[config.mk]
export PLATFORM = sky130hd
export DESIGN_NAME = exe_stage_mdv
export DESIGN_NICKNAME = d
export VERILOG_FILES = /design/src/rtl/exe_stage_mdv.sv
export SDC_FILE = /design/constraint.sdc
export NUM_CORES = 1
export LEC_CHECK = 0
export BUFFER_PORTS_ARGS = -buffer_cell sky130_fd_sc_hd__buf_2
export CAP_MARGIN = 20
export CORE_UTILIZATION = 35
export CTS_CLUSTER_DIAMETER = 30
export DETAILED_ROUTE_END_ITERATION = 7
export GPL_ROUTABILITY_DRIVEN = 0
export PLACE_DENSITY = 0.54
export SYNTH_ARGS = -nofsm -noshare
export SYNTH_HDL_FRONTEND = slang
export SYNTH_SLANG_ARGS = --single-unit
[constraint.sdc]
create_clock -name clk -period 8.6 [get_ports clk]
set_input_delay 0 -clock clk [delete_from_list [all_inputs] [get_ports clk]]
set_output_delay 0 -clock clk [all_outputs]
set_load 0.005 [all_outputs]
[src/rtl/exe_stage_mdv.sv]
// Execute stage: ALU, data-SRAM request generation with sub-word alignment, misalignment flag.
// Optional restoring divider, enabled by defining EXE_DIV_EN.
module exe_stage_mdv #(
   parameter int XLEN = 32,
   parameter int PCW  = 32
) (
   input  logic                                      clk,
   input  logic                                      reset,
   input  logic                                      ms_allowin,
   output logic                                      es_allowin,
   input  logic                                      ds_to_es_valid,
   input  logic [15+3*XLEN+PCW-1:0]                  ds_to_es_bus,
   output logic                                      es_to_ms_valid,
   output logic [12+$clog2(XLEN/8)+XLEN+PCW-1:0]     es_to_ms_bus,
   output logic                                      data_sram_en,
   output logic [XLEN/8-1:0]                         data_sram_we,
   output logic [XLEN-1:0]                           data_sram_addr,
   output logic [XLEN-1:0]                           data_sram_wdata
);
   localparam int LANES = XLEN / 8;
   localparam int LB    = $clog2(LANES);
   localparam int SHW   = $clog2(XLEN);
   localparam int DS_W  = 15 + 3 * XLEN + PCW;

   logic            es_valid_q;
   logic [DS_W-1:0] ds_bus_q;
   logic            es_ready_go;

   logic [3:0]      alu_op;
   logic [1:0]      mem_size;
   logic            mem_sext, mem_en, mem_we, gr_we;
   logic [4:0]      dest;
   logic [XLEN-1:0] src1, src2, rkd;
   logic [PCW-1:0]  pc;

   assign {alu_op, mem_size, mem_sext, mem_en, mem_we, gr_we, dest, src1, src2, rkd, pc} = ds_bus_q;

   assign es_allowin     = !es_valid_q || (es_ready_go && ms_allowin);
   assign es_to_ms_valid = es_valid_q && es_ready_go;

   always_ff @(posedge clk) begin
      if (reset) begin
         es_valid_q <= 1'b0;
      end else if (es_allowin) begin
         es_valid_q <= ds_to_es_valid;
      end
      if (ds_to_es_valid && es_allowin) begin
         ds_bus_q <= ds_to_es_bus;
      end
   end

   logic [XLEN-1:0] alu_res, div_res, mem_addr;
   logic [SHW-1:0]  shamt;
   assign shamt = src2[SHW-1:0];

   always_comb begin
      alu_res = '0;
      case (alu_op)
         4'd0:    alu_res = src1 + src2;
         4'd1:    alu_res = src1 - src2;
         4'd2:    alu_res = src1 & src2;
         4'd3:    alu_res = src1 | src2;
         4'd4:    alu_res = src1 ^ src2;
         4'd5:    alu_res = src1 << shamt;
         4'd6:    alu_res = src1 >> shamt;
         4'd7:    alu_res = $signed(src1) >>> shamt;
         4'd8:    alu_res = {{(XLEN-1){1'b0}}, $signed(src1) < $signed(src2)};
         4'd9:    alu_res = {{(XLEN-1){1'b0}}, src1 < src2};
         4'd10, 4'd11, 4'd12, 4'd13: alu_res = div_res;
         default: alu_res = '0;
      endcase
   end

   // Doubleword accesses only exist on a 64-bit datapath; narrower builds fold them to word.
   logic [1:0]    eff_size;
   logic [LB-1:0] addr_lo, lane_mask;
   logic [LANES-1:0] size_mask;
   logic          misalign, ale;

   assign mem_addr = src1 + src2;
   assign eff_size = (XLEN == 32 && mem_size == 2'd3) ? 2'd2 : mem_size;
   assign addr_lo  = mem_addr[LB-1:0];

   always_comb begin
      misalign  = 1'b0;
      size_mask = LANES'(1);
      lane_mask = '0;
      case (eff_size)
         2'd0: begin misalign = 1'b0;             size_mask = LANES'(1);  lane_mask = '0;      end
         2'd1: begin misalign = mem_addr[0];      size_mask = LANES'(3);  lane_mask = LB'(1);  end
         2'd2: begin misalign = |mem_addr[1:0];   size_mask = LANES'(15); lane_mask = LB'(3);  end
         default: begin misalign = |mem_addr[2:0]; size_mask = '1;       lane_mask = '1;      end
      endcase
   end

   assign ale            = mem_en && misalign;
   assign data_sram_en   = es_valid_q && mem_en && !ale && es_ready_go && ms_allowin;
   assign data_sram_we   = (data_sram_en && mem_we) ? (size_mask << addr_lo) : '0;
   assign data_sram_addr = mem_addr;

   // Each lane picks the store-data byte at its offset modulo the access size.
   for (genvar gi = 0; gi < LANES; gi++) begin : g_wlane
      assign data_sram_wdata[8*gi +: 8] = rkd[8*(LB'(gi) & lane_mask) +: 8];
   end

   assign es_to_ms_bus = {ale, mem_en, mem_we, eff_size, mem_sext, addr_lo, gr_we, dest, alu_res, pc};

`ifdef EXE_DIV_EN
   typedef enum logic [1:0] {DIV_IDLE, DIV_BUSY, DIV_DONE} div_state_t;

   div_state_t      state_q, state_d;
   logic [SHW-1:0]  cnt_q, cnt_d;
   logic [XLEN-1:0] rem_q, rem_d, quo_q, quo_d, dvs_q, dvs_d;
   logic [XLEN:0]   trial;
   logic            is_div, div_signed, src1_neg, src2_neg;
   logic [XLEN-1:0] abs1, abs2;

   assign is_div     = alu_op inside {[4'd10:4'd13]};
   assign div_signed = (alu_op == 4'd10) || (alu_op == 4'd12);
   assign src1_neg   = div_signed && src1[XLEN-1];
   assign src2_neg   = div_signed && src2[XLEN-1];
   assign abs1       = src1_neg ? -src1 : src1;
   assign abs2       = src2_neg ? -src2 : src2;
   assign trial      = {rem_q, quo_q[XLEN-1]};

   always_ff @(posedge clk) begin
      if (reset) begin
         state_q <= DIV_IDLE;
         cnt_q   <= '0;
         rem_q   <= '0;
         quo_q   <= '0;
         dvs_q   <= '0;
      end else begin
         state_q <= state_d;
         cnt_q   <= cnt_d;
         rem_q   <= rem_d;
         quo_q   <= quo_d;
         dvs_q   <= dvs_d;
      end
   end

   always_comb begin
      state_d     = state_q;
      cnt_d       = cnt_q;
      rem_d       = rem_q;
      quo_d       = quo_q;
      dvs_d       = dvs_q;
      es_ready_go = 1'b1;
      case (state_q)
         DIV_IDLE: begin
            if (es_valid_q && is_div) begin
               es_ready_go = 1'b0;
               state_d     = DIV_BUSY;
               cnt_d       = SHW'(XLEN - 1);
               rem_d       = '0;
               quo_d       = abs1;
               dvs_d       = abs2;
            end
         end
         DIV_BUSY: begin
            es_ready_go = 1'b0;
            if (trial >= {1'b0, dvs_q}) begin
               rem_d = trial[XLEN-1:0] - dvs_q;
               quo_d = {quo_q[XLEN-2:0], 1'b1};
            end else begin
               rem_d = trial[XLEN-1:0];
               quo_d = {quo_q[XLEN-2:0], 1'b0};
            end
            if (cnt_q == '0) begin
               state_d = DIV_DONE;
            end else begin
               cnt_d = cnt_q - 1'b1;
            end
         end
         DIV_DONE: begin
            if (ms_allowin) begin
               state_d = DIV_IDLE;
            end
         end
         default: state_d = DIV_IDLE;
      endcase
   end

   // Zero divisor is special-cased so a signed dividend does not flip the all-ones quotient.
   always_comb begin
      div_res = '0;
      if (src2 == '0) begin
         div_res = (alu_op == 4'd10 || alu_op == 4'd11) ? '1 : src1;
      end else if (alu_op == 4'd10 || alu_op == 4'd11) begin
         div_res = (src1_neg ^ src2_neg) ? -quo_q : quo_q;
      end else begin
         div_res = src1_neg ? -rem_q : rem_q;
      end
   end
`else
   assign es_ready_go = 1'b1;
   assign div_res     = '0;
`endif

endmodule

* Yosys cells after proc, flatten, opt, wreduce, memory -nomap -nowiden *
Cells that the tools add are included.
W data, S select, Z words.

cells by class
  add/subtract/negate cells = 2
  $lt $le $gt $ge = 2
  equal/unequal tests = 12
  shift-type cells = 7
  multiplexer cells = 6
  bitwise gates (word level) = 3
  reduce and logical (&&, ||, !) cells = 13

operator list
  operator              number
  $pmux W32 S10         1
  $lt A32 B32 Y1        2
  $shiftx A32 B6 Y8     2
  $add A32 B32 Y32      1
  $and A32 B32 Y32      1
  $or A32 B32 Y32       1
  $shiftx A32 B5 Y8     1
  $shl A32 B5 Y32       1
  $shr A32 B5 Y32       1
  $sshr A32 B5 Y32      1
  $sub A32 B32 Y32      1
  $xor A32 B32 Y32      1
  $eq A4 B3 Y1 const B  4
  $eq A4 B2 Y1 const B  2
  $eq A4 B4 Y1 const B  2
  $pmux W4 S2           1
  $logic_and A1 B1 Y1   6
  $eq A2 B2 Y1 const B  2
  $eq A4 B1 Y1 const B  1
  $logic_not A4 Y1      1
  $mux W4               1
  $pmux W2 S2           1
  $shl A4 B2 Y4         1
  $pmux W1 S3           1
  7 further kinds       8

storage, ports and cells
  register bits after elaboration = 144
  input port bits = 147
  output and inout bits = 149
  logic and storage cells = 47

* Logic depth before layout (Yosys ltp) *
Gate-level depths: netlist of run 1.

  depth in word-level cells = 10
  depth in mapped cells = 16
  depth with buffers taken out = 12

* Least setup slack after synthesis of run 1 *
OpenSTA, ideal clock, no wires.

  kind = register to register
  from = register es_valid_q (netlist: es_to_ms_valid)
  to = register ds_bus_q[0], enable pin
  library setup time = 0.520 ns
  arrival = 3.741 ns
  data required time = 8.080 ns
  slack = 4.339 ns
  stages on the path, launching flop included = 3
  path buffers = 0
  clock period less this slack = 4.261 ns
  path through = dfxtp_1 > nand2b_1 > and2_1

between the ends
  cells in the longest elaborated chain, start to end = 3

ends and longest elaborated chain
  element                 line  text
  start, declared         25    logic es_valid_q;
  start signal, assigned  45    es_valid_q <= ds_to_es_valid;
  $logic_not A1 Y1        38    assign es_allowin = !es_valid_q || (es_ready_go && ms_allowin);
  $logic_or A1 B1 Y1      38
  net es_allowin          10    output logic es_allowin,
  $logic_and A1 B1 Y1     47    if (ds_to_es_valid && es_allowin) begin
  end signal, assigned    48    ds_bus_q <= ds_to_es_bus;
  end, declared           26    logic [DS_W-1:0] ds_bus_q;

The timed path passes the listed nets, and every way through them passes these cells.
A chain may end at the register's enable or synchronous reset.

* Worst setup path in the final report of run 1 *
  from = register ds_bus_q[66]
  to = output es_to_ms_bus[55]

between the ends
  cells in the longest elaborated chain, start to end = 2
  elaborated cells between the ends (all ways) = 6
  those cells by class = add/sub: 2; shift: 3; mux: 1

ends and longest elaborated chain
  element                                         line  text
  $sub A32 B32 Y32, or another cell as far along  60    4'd1: alu_res = src1 - src2;
  $pmux W32 S10 *                                 58    case (alu_op)
  end, declared                                   14    output logic [12+$clog2(XLEN/8)+XLEN+PCW-1:0] es_to_ms_bus,

Mark *: on every way between the ends. The rest lies on a longest branch, timed or not.

==> results of run 1 <==
[final cells by class]
type,instances,area (sq um)
repair buffers,459,3070
inverters,107,401.6
clock buffers,19,442.9
flip-flops and latches,144,4314
well taps,525,656.9
multi-input cells,1185,8514
fillers,3928,22200
clock inverters,13,128.9
[flip-flops by register name (all words and copies together) (netlist names)]
name,count
ds_bus_q,143
es_to_ms_valid,1
[through the flow]
stage	area [sq um]	utilization	setup slack, ns	total power [uW]	instances
finish	17530	0.4412	3.949	2526	2452
global route	17530	0.4412	3.669	2640	2452
CTS	17530	0.4412	3.892	2535	2452
detailed placement	15510	0.3903	4.495	1711	2275
global placement	15510	0.3903	4.552	1711	2275
floorplan	14090	-	4.339	1427	1596
[path summary, 6_finish.rpt]
path | startpoint | end | slack [ns] | depth (start not counted)
max | ds_bus_q[66]$_DFFE_PP_ | es_to_ms_bus[55] | 3.95 | 14
max reg2reg | es_to_ms_valid$_SDFFE_PP0N_ | ds_bus_q[95]$_DFFE_PP_ | 6.04 | 3
min reg2reg | es_to_ms_valid$_SDFFE_PP0N_ | es_to_ms_valid$_SDFFE_PP0N_ | 1.12 | 3
min | ds_to_es_bus[87] | ds_bus_q[87]$_DFFE_PP_ | 0.21 | 2
[cells in the mapped netlist, drive strengths merged, types with 3 or more instances]
master	n	share of area
nor2	170	0.045
edfxtp	143	0.30
o21ai	139	0.050
nand2	123	0.033
a21oi	111	0.040
buf	110	0.048
inv	105	0.028
ha	97	0.086
mux2i	58	0.041
clkbuf	50	0.013
mux2	41	0.033
xnor2	38	0.024
o211ai	35	0.019
nor3	34	0.013
nand3	29	0.011
mux4	25	0.040
a21o	23	0.012
a221oi	19	0.013
nor2b	15	0.0067
a211o	12	0.0075
a211oi	12	0.0075
a22oi	12	0.0064
nand2b	12	0.0053
o21bai	12	0.0064
o21a	11	0.0059
o221ai	11	0.0068
xor2	11	0.0068
o31ai	10	0.0063
a31oi	9	0.0044
o22ai	8	0.0036
or2	8	0.0036
a222oi	7	0.0050
and3	7	0.0031
a221o	6	0.0043
and2	6	0.0027
nand4	6	0.0027
a2111oi	5	0.0049
or3	5	0.0022
or4	5	0.0027
nor4	4	0.0018
o311ai	4	0.0037
a21boi	3	0.0016
a31o	3	0.0019
nor3b	3	0.0016
o2111ai	3	0.0023
[logic make-up (layout without fill, tap and decap cells)]
group / after synthesis / in the layout / share of synthesized area
AOI/OAI and AO/OA: 481 / 481 / 0.2308
DFF: 144 / 144 / 0.3062
xor gates and xnor gates: 49 / 49 / 0.03046
and+or+nand+nor: 432 / 432 / 0.1394
muxes: 124 / 124 / 0.1139
buffers and inverters: 267 / 598 / 0.09014
adders and majority gates: 99 / 99 / 0.08899
[metal layers]
| layer | vias to the layer above | share of wire | wire [microns] |
|---|---|---|---|
| li1 | 6433 | - | - |
| met1 | 6499 | 0.42 | 22800 |
| met2 | 788 | 0.44 | 23890 |
| met3 | 116 | 0.096 | 5190 |
| met4 | 0 | 0.038 | 2040 |
| met5 | - | 0 | 0 |
[worst max-delay path: stages, from the launching register on]
cell	delay [ns]
edfxtp_1	0.32
buf_4	0.43
clkinv_1	0.12
buf_4	0.33
ha_1	0.57
nor2_1	0.10
a221oi_2	0.34
nor4b_4	0.34
nor3_2	0.15
nor4b_4	0.39
o21ai_1	0.18
a21o_1	0.21
a221oi_1	0.31
nand3_1	0.18
buf_2	0.17
[where the power goes]
group          switching [uW]  internal (uW)  leakage [uW]
Combinational             530            372       0.00577
Clock                     346            410      0.000281
Sequential               44.7            823       0.00139
[what timing repair did]
item	in CTS	in global routing
setup buffers	0	0
endpoints found under the hold margin	144	0
hold buffers	145	0
==> flow_metrics.tcl, run 1 <==
set metrics [dict create \
    outcome "completed" \
    grt_use_met2 0.3969 \
    timing.setup.tns_ns 0 \
    min_path_type "input port to register" \
    cts_buffers 17 \
    finalHoldViolCount 0 \
    syn-cell-area_sq_um 14090 \
    grt_pass1_wl_microns 79630 \
    cap_violations 0 \
    core_area_sq_um 39730 \
    grt-ovfl-total 0 \
    drtIter0Drc 1557 \
    cts_root_buf "clkbuf_16" \
    synth_flop_cell "edfxtp_1" \
    die_w_microns 202.6 \
    htree_levels 4 \
    yosys.cell_types.count 89 \
    ir_drop_uv 152.7 \
    postSynth.asyncResetShare 0 \
    hpwl_microns 40490 \
    top_usage_layer "met2" \
    drc 0 \
    groute.usage.overall 0.2587 \
    fin_crit_sh 0.5408 \
    hold_ws_ns 0.2105 \
    synth_nets 1842 \
    layout-drive-gt1-share 0.2320 \
    p_leak_uw 0.007440 \
    grtUsageMet3 0.06340 \
    die-area_sq_um 41060 \
    ys_warn_count 0 \
    worstMarginPinSlew_ns 1.043 \
    relSlewSlack 0.3021 \
    final_common_cell "buf_2" \
    drt_wl_total_microns 53930 \
    diodes 0 \
    die_h_microns 202.6 \
    fmax_ghz 0.2150 \
    syn_inst 1596 \
    ant_nets 0 \
    insertion_delay_ns 0.50 \
    antenna_found_initial 0 \
    port_buffers 295 \
    setup_viol 0 \
    grt_max_degree 79 \
    final_cell_mix "buf_2 (295), nor2_1 (169), dlygate4sd3_1 (145), edfxtp_1 (143), nand2_1 (123)" \
    cp.required_ns 8.60 \
    critPathLaunchType "register" \
    viasPerCell 5.643 \
    syn2layout_area_growth_pct 24.42 \
    avgSynthCellArea_sq_um 8.827 \
    numClockSinks 144 \
    dr.pass1.iters 8 \
    rsz0062_at_grt "false" \
    arrival_ns 4.65 \
    end_kind "output port" \
    finClkSkew_ns 0.02119 \
    synth_seq_cells 144 \
    io_pins 296 \
    power_density_nw_per_um2 144.1 \
    grt_pass1_vias 13216 \
    synth_edf_count 143 \
    wl_per_cell_microns 21.99 \
    via_count 13836 \
    cts_tree "done" \
    rows 73 \
    critPathKind "register to output port" \
    yosysSeqAreaShare 0.3062 \
    start_util 0.3546 \
    post_cts_resized 0 \
    clk_pin_slew_worst_paths_ns 0.08 \
    nets 2160 \
    timing.final.crit_period_ns 4.651 \
    slew_violations 0 \
    grtUsageMet1 0.3421 \
    cts_buffer_depth 2 \
    crit_path_max_fanout 54 \
]
Note: power is estimated with default switching activity, not from simulation.
==> run 2, diff against run 1 <==
--- a/config.mk
+++ b/config.mk
@@ -11,7 +11,7 @@
 export CTS_CLUSTER_DIAMETER = 30
 export DETAILED_ROUTE_END_ITERATION = 7
 export GPL_ROUTABILITY_DRIVEN = 0
-export PLACE_DENSITY = 0.54
+export PLACE_DENSITY = 0.56
 export SYNTH_ARGS = -nofsm -noshare
 export SYNTH_HDL_FRONTEND = slang
 export SYNTH_SLANG_ARGS = --single-unit
==> constraint.sdc (replaced) <==
create_clock -name clk -period 4 [get_ports clk]
set_input_delay 0 -clock clk [delete_from_list [all_inputs] [get_ports clk]]
set_output_delay 0 -clock clk [all_outputs]
set_load 0.005 [all_outputs]
==> run 2 against run 1 <==
Compared with the run above:
- clock-buffer cell count down 1
- design area rose by 2.6%
- flip-flop and latch count stayed put
- core utilization increased by 1.1 points
==> flow_metrics.tcl, run 2 (same netlist as run 1, synthesis figures left out) <==
set metrics [dict create \
    outcome "completed" \
    io_pins 296 \
    clk_pin_slew_worst_paths_ns 0.07 \
    rsz0062_at_grt "false" \
    hp-start "ds_to_es_bus[49]" \
    critPathLaunchType "register" \
    die_h_microns 202.6 \
    via_count 14296 \
    ir_drop_uv 453.8 \
    finalHoldViolCount 0 \
    cap_violations 0 \
    regMostFlops "ds_bus_q" \
    viasPerCell 5.723 \
    cts_root_buf "clkbuf_16" \
    placed_area_sq_um 15820 \
    min_path_type "input port to register" \
    r2r_cells 3 \
    r2r_end "ds_bus_q[67]$_DFFE_PP_" \
    nets 2206 \
    hold_ws_ns 0.2212 \
    fmax_ghz 0.2596 \
    insertion_delay_ns 0.48 \
    grt-ovfl-total 0 \
    p_leak_uw 0.007673 \
    final_cell_mix "buf_2 (295), nor2_1 (169), dlygate4sd3_1 (145), edfxtp_1 (143), nand2_1 (123)" \
    drtIter0Drc 1727 \
    port_buffers 295 \
    critPathKind "register to output port" \
    timing.final.crit_period_ns 3.852 \
    cp.required_ns 4.00 \
    crit_path_max_fanout 5 \
    start_util 0.3546 \
    rows 73 \
    htree_levels 4 \
    layout-drive-gt1-share 0.2549 \
    die_w_microns 202.6 \
    syn2layout_area_growth_pct 27.63 \
    setup_viol 0 \
    grt_max_degree 94 \
    wl_per_cell_microns 22.40 \
    diodes 0 \
    hpwl_microns 42950 \
    numClockSinks 144 \
    dr.pass1.iters 7 \
    fin_crit_sh 0.9631 \
    fin_cells 2498 \
    ant_nets 0 \
    end_kind "output port" \
    antenna_found_initial 1 \
    arrival_ns 3.85 \
    hold_end "ds_bus_q[49]$_DFFE_PP_" \
    timing.setup.tns_ns 0 \
    largest_register_ff_count 143 \
    fillerInstances 3926 \
    worstMarginPinSlew_ns 0.9921 \
    r2r_slack_ns 1.93 \
    final_common_cell "buf_2" \
    die-area_sq_um 41060 \
    finClkSkew_ns 0.007393 \
    drc 0 \
    hold_depth 2 \
    groute.usage.overall 0.2685 \
    reg2reg_from "es_to_ms_valid$_SDFFE_PP0N_" \
    grt_pass1_wl_microns 82680 \
    slew_violations 0 \
    fin_area_sq_um 17980 \
    core_area_sq_um 39730 \
    cts_buffer_depth 2 \
    cts_buffers 17 \
    drt_wl_total_microns 55940 \
    relSlewSlack 0.3316 \
    power_density_nw_per_um2 306.7 \
    place_inst 2313 \
    grt_pass1_vias 13629 \
    cts_tree "done" \
]
==> run 2: changes by cell type in the layout (fill, tap and decap cells not counted), moves of 2 or more <==
cell | previous run | this run
buf_12 | 0 | 2
buf_4 | 19 | 62
ha_1 | 97 | 93
ha_2 | 0 | 3
inv_8 | 1 | 3
o21ai_1 | 14 | 12
o21ai_2 | 3 | 5
==> run 2: timing repair <==
| item | CTS | global route |
|---|---|---|
| resized for setup | 3 | 12 |
| hold endpoints to repair | 144 | 0 |
| setup endpoints to repair | 3 | 10 |
| setup buffers | 1 | 7 |
| hold buffers | 145 | 0 |
| pin swaps | 0 | 2 |
==> run 2: final cells by class <==
cell class / count / area, sq um / share of cell area
Multi-Input combinational cell: 1185 / 8582 / 0.4773
Sequential cell: 144 / 4314 / 0.2399
Timing Repair Buffer: 505 / 3445 / 0.1916
Tap cell: 525 / 656.9 / 0.03653
Clock buffer: 18 / 429.2 / 0.02387
Inverter: 107 / 401.6 / 0.02234
Clock inverter: 14 / 152.6 / 0.008489
==> run 2: power breakdown <==
group | leakage [uW] | internal (uW) | switching (uW)
registers | 0.00139 | 1770 | 80.0
clock network | 0.000280 | 877 | 746
logic | 0.00600 | 847 | 1200
total | 0.00767 | 3490 | 2020
==> run 2: per-stage QoR <==
step	setup WS, ns	utilization	power, uW
after floorplan	0.3381	-	3061
after global placement	0.5538	0.3981	3730
after detailed placement	0.4759	0.3981	3731
after CTS	0.04136	0.4497	5505
after global routing	0.007264	0.4526	5753
final	0.1475	0.4526	5514
==> run 2: worst max-delay path by stage <==
stage | cells after the start | startpoint | to
after global routing | 12 | ds_bus_q[96]$_DFFE_PP_ | es_to_ms_bus[58]
after floorplan | 16 | ds_bus_q[66]$_DFFE_PP_ | es_to_ms_bus[58]
after global placement | 12 | ds_bus_q[96]$_DFFE_PP_ | es_to_ms_bus[58]
after detailed placement | 12 | ds_bus_q[96]$_DFFE_PP_ | es_to_ms_bus[58]
after CTS | 12 | ds_bus_q[96]$_DFFE_PP_ | es_to_ms_bus[58]
final | 12 | ds_bus_q[96]$_DFFE_PP_ | es_to_ms_bus[58]
==> run 2: worst max-delay path: stages, from the launching register on <==
cell and delay (ns):
edfxtp_1 0.45, ha_1 0.29, fa_2 0.42, a211oi_2 0.29, o21a_2 0.24, o31ai_4 0.11
o2111ai_2 0.32, a31oi_4 0.19, a311oi_2 0.40, mux2i_1 0.16, xnor2_1 0.16, o211ai_1 0.18
buf_2 0.14
==> run 2: metal layers <==
metal / share of wire / GRT usage
met5: 0 / 0
met4: 0.040 / 0.1139
met2: 0.45 / 0.4201
met3: 0.095 / 0.06565
met1: 0.42 / 0.3517
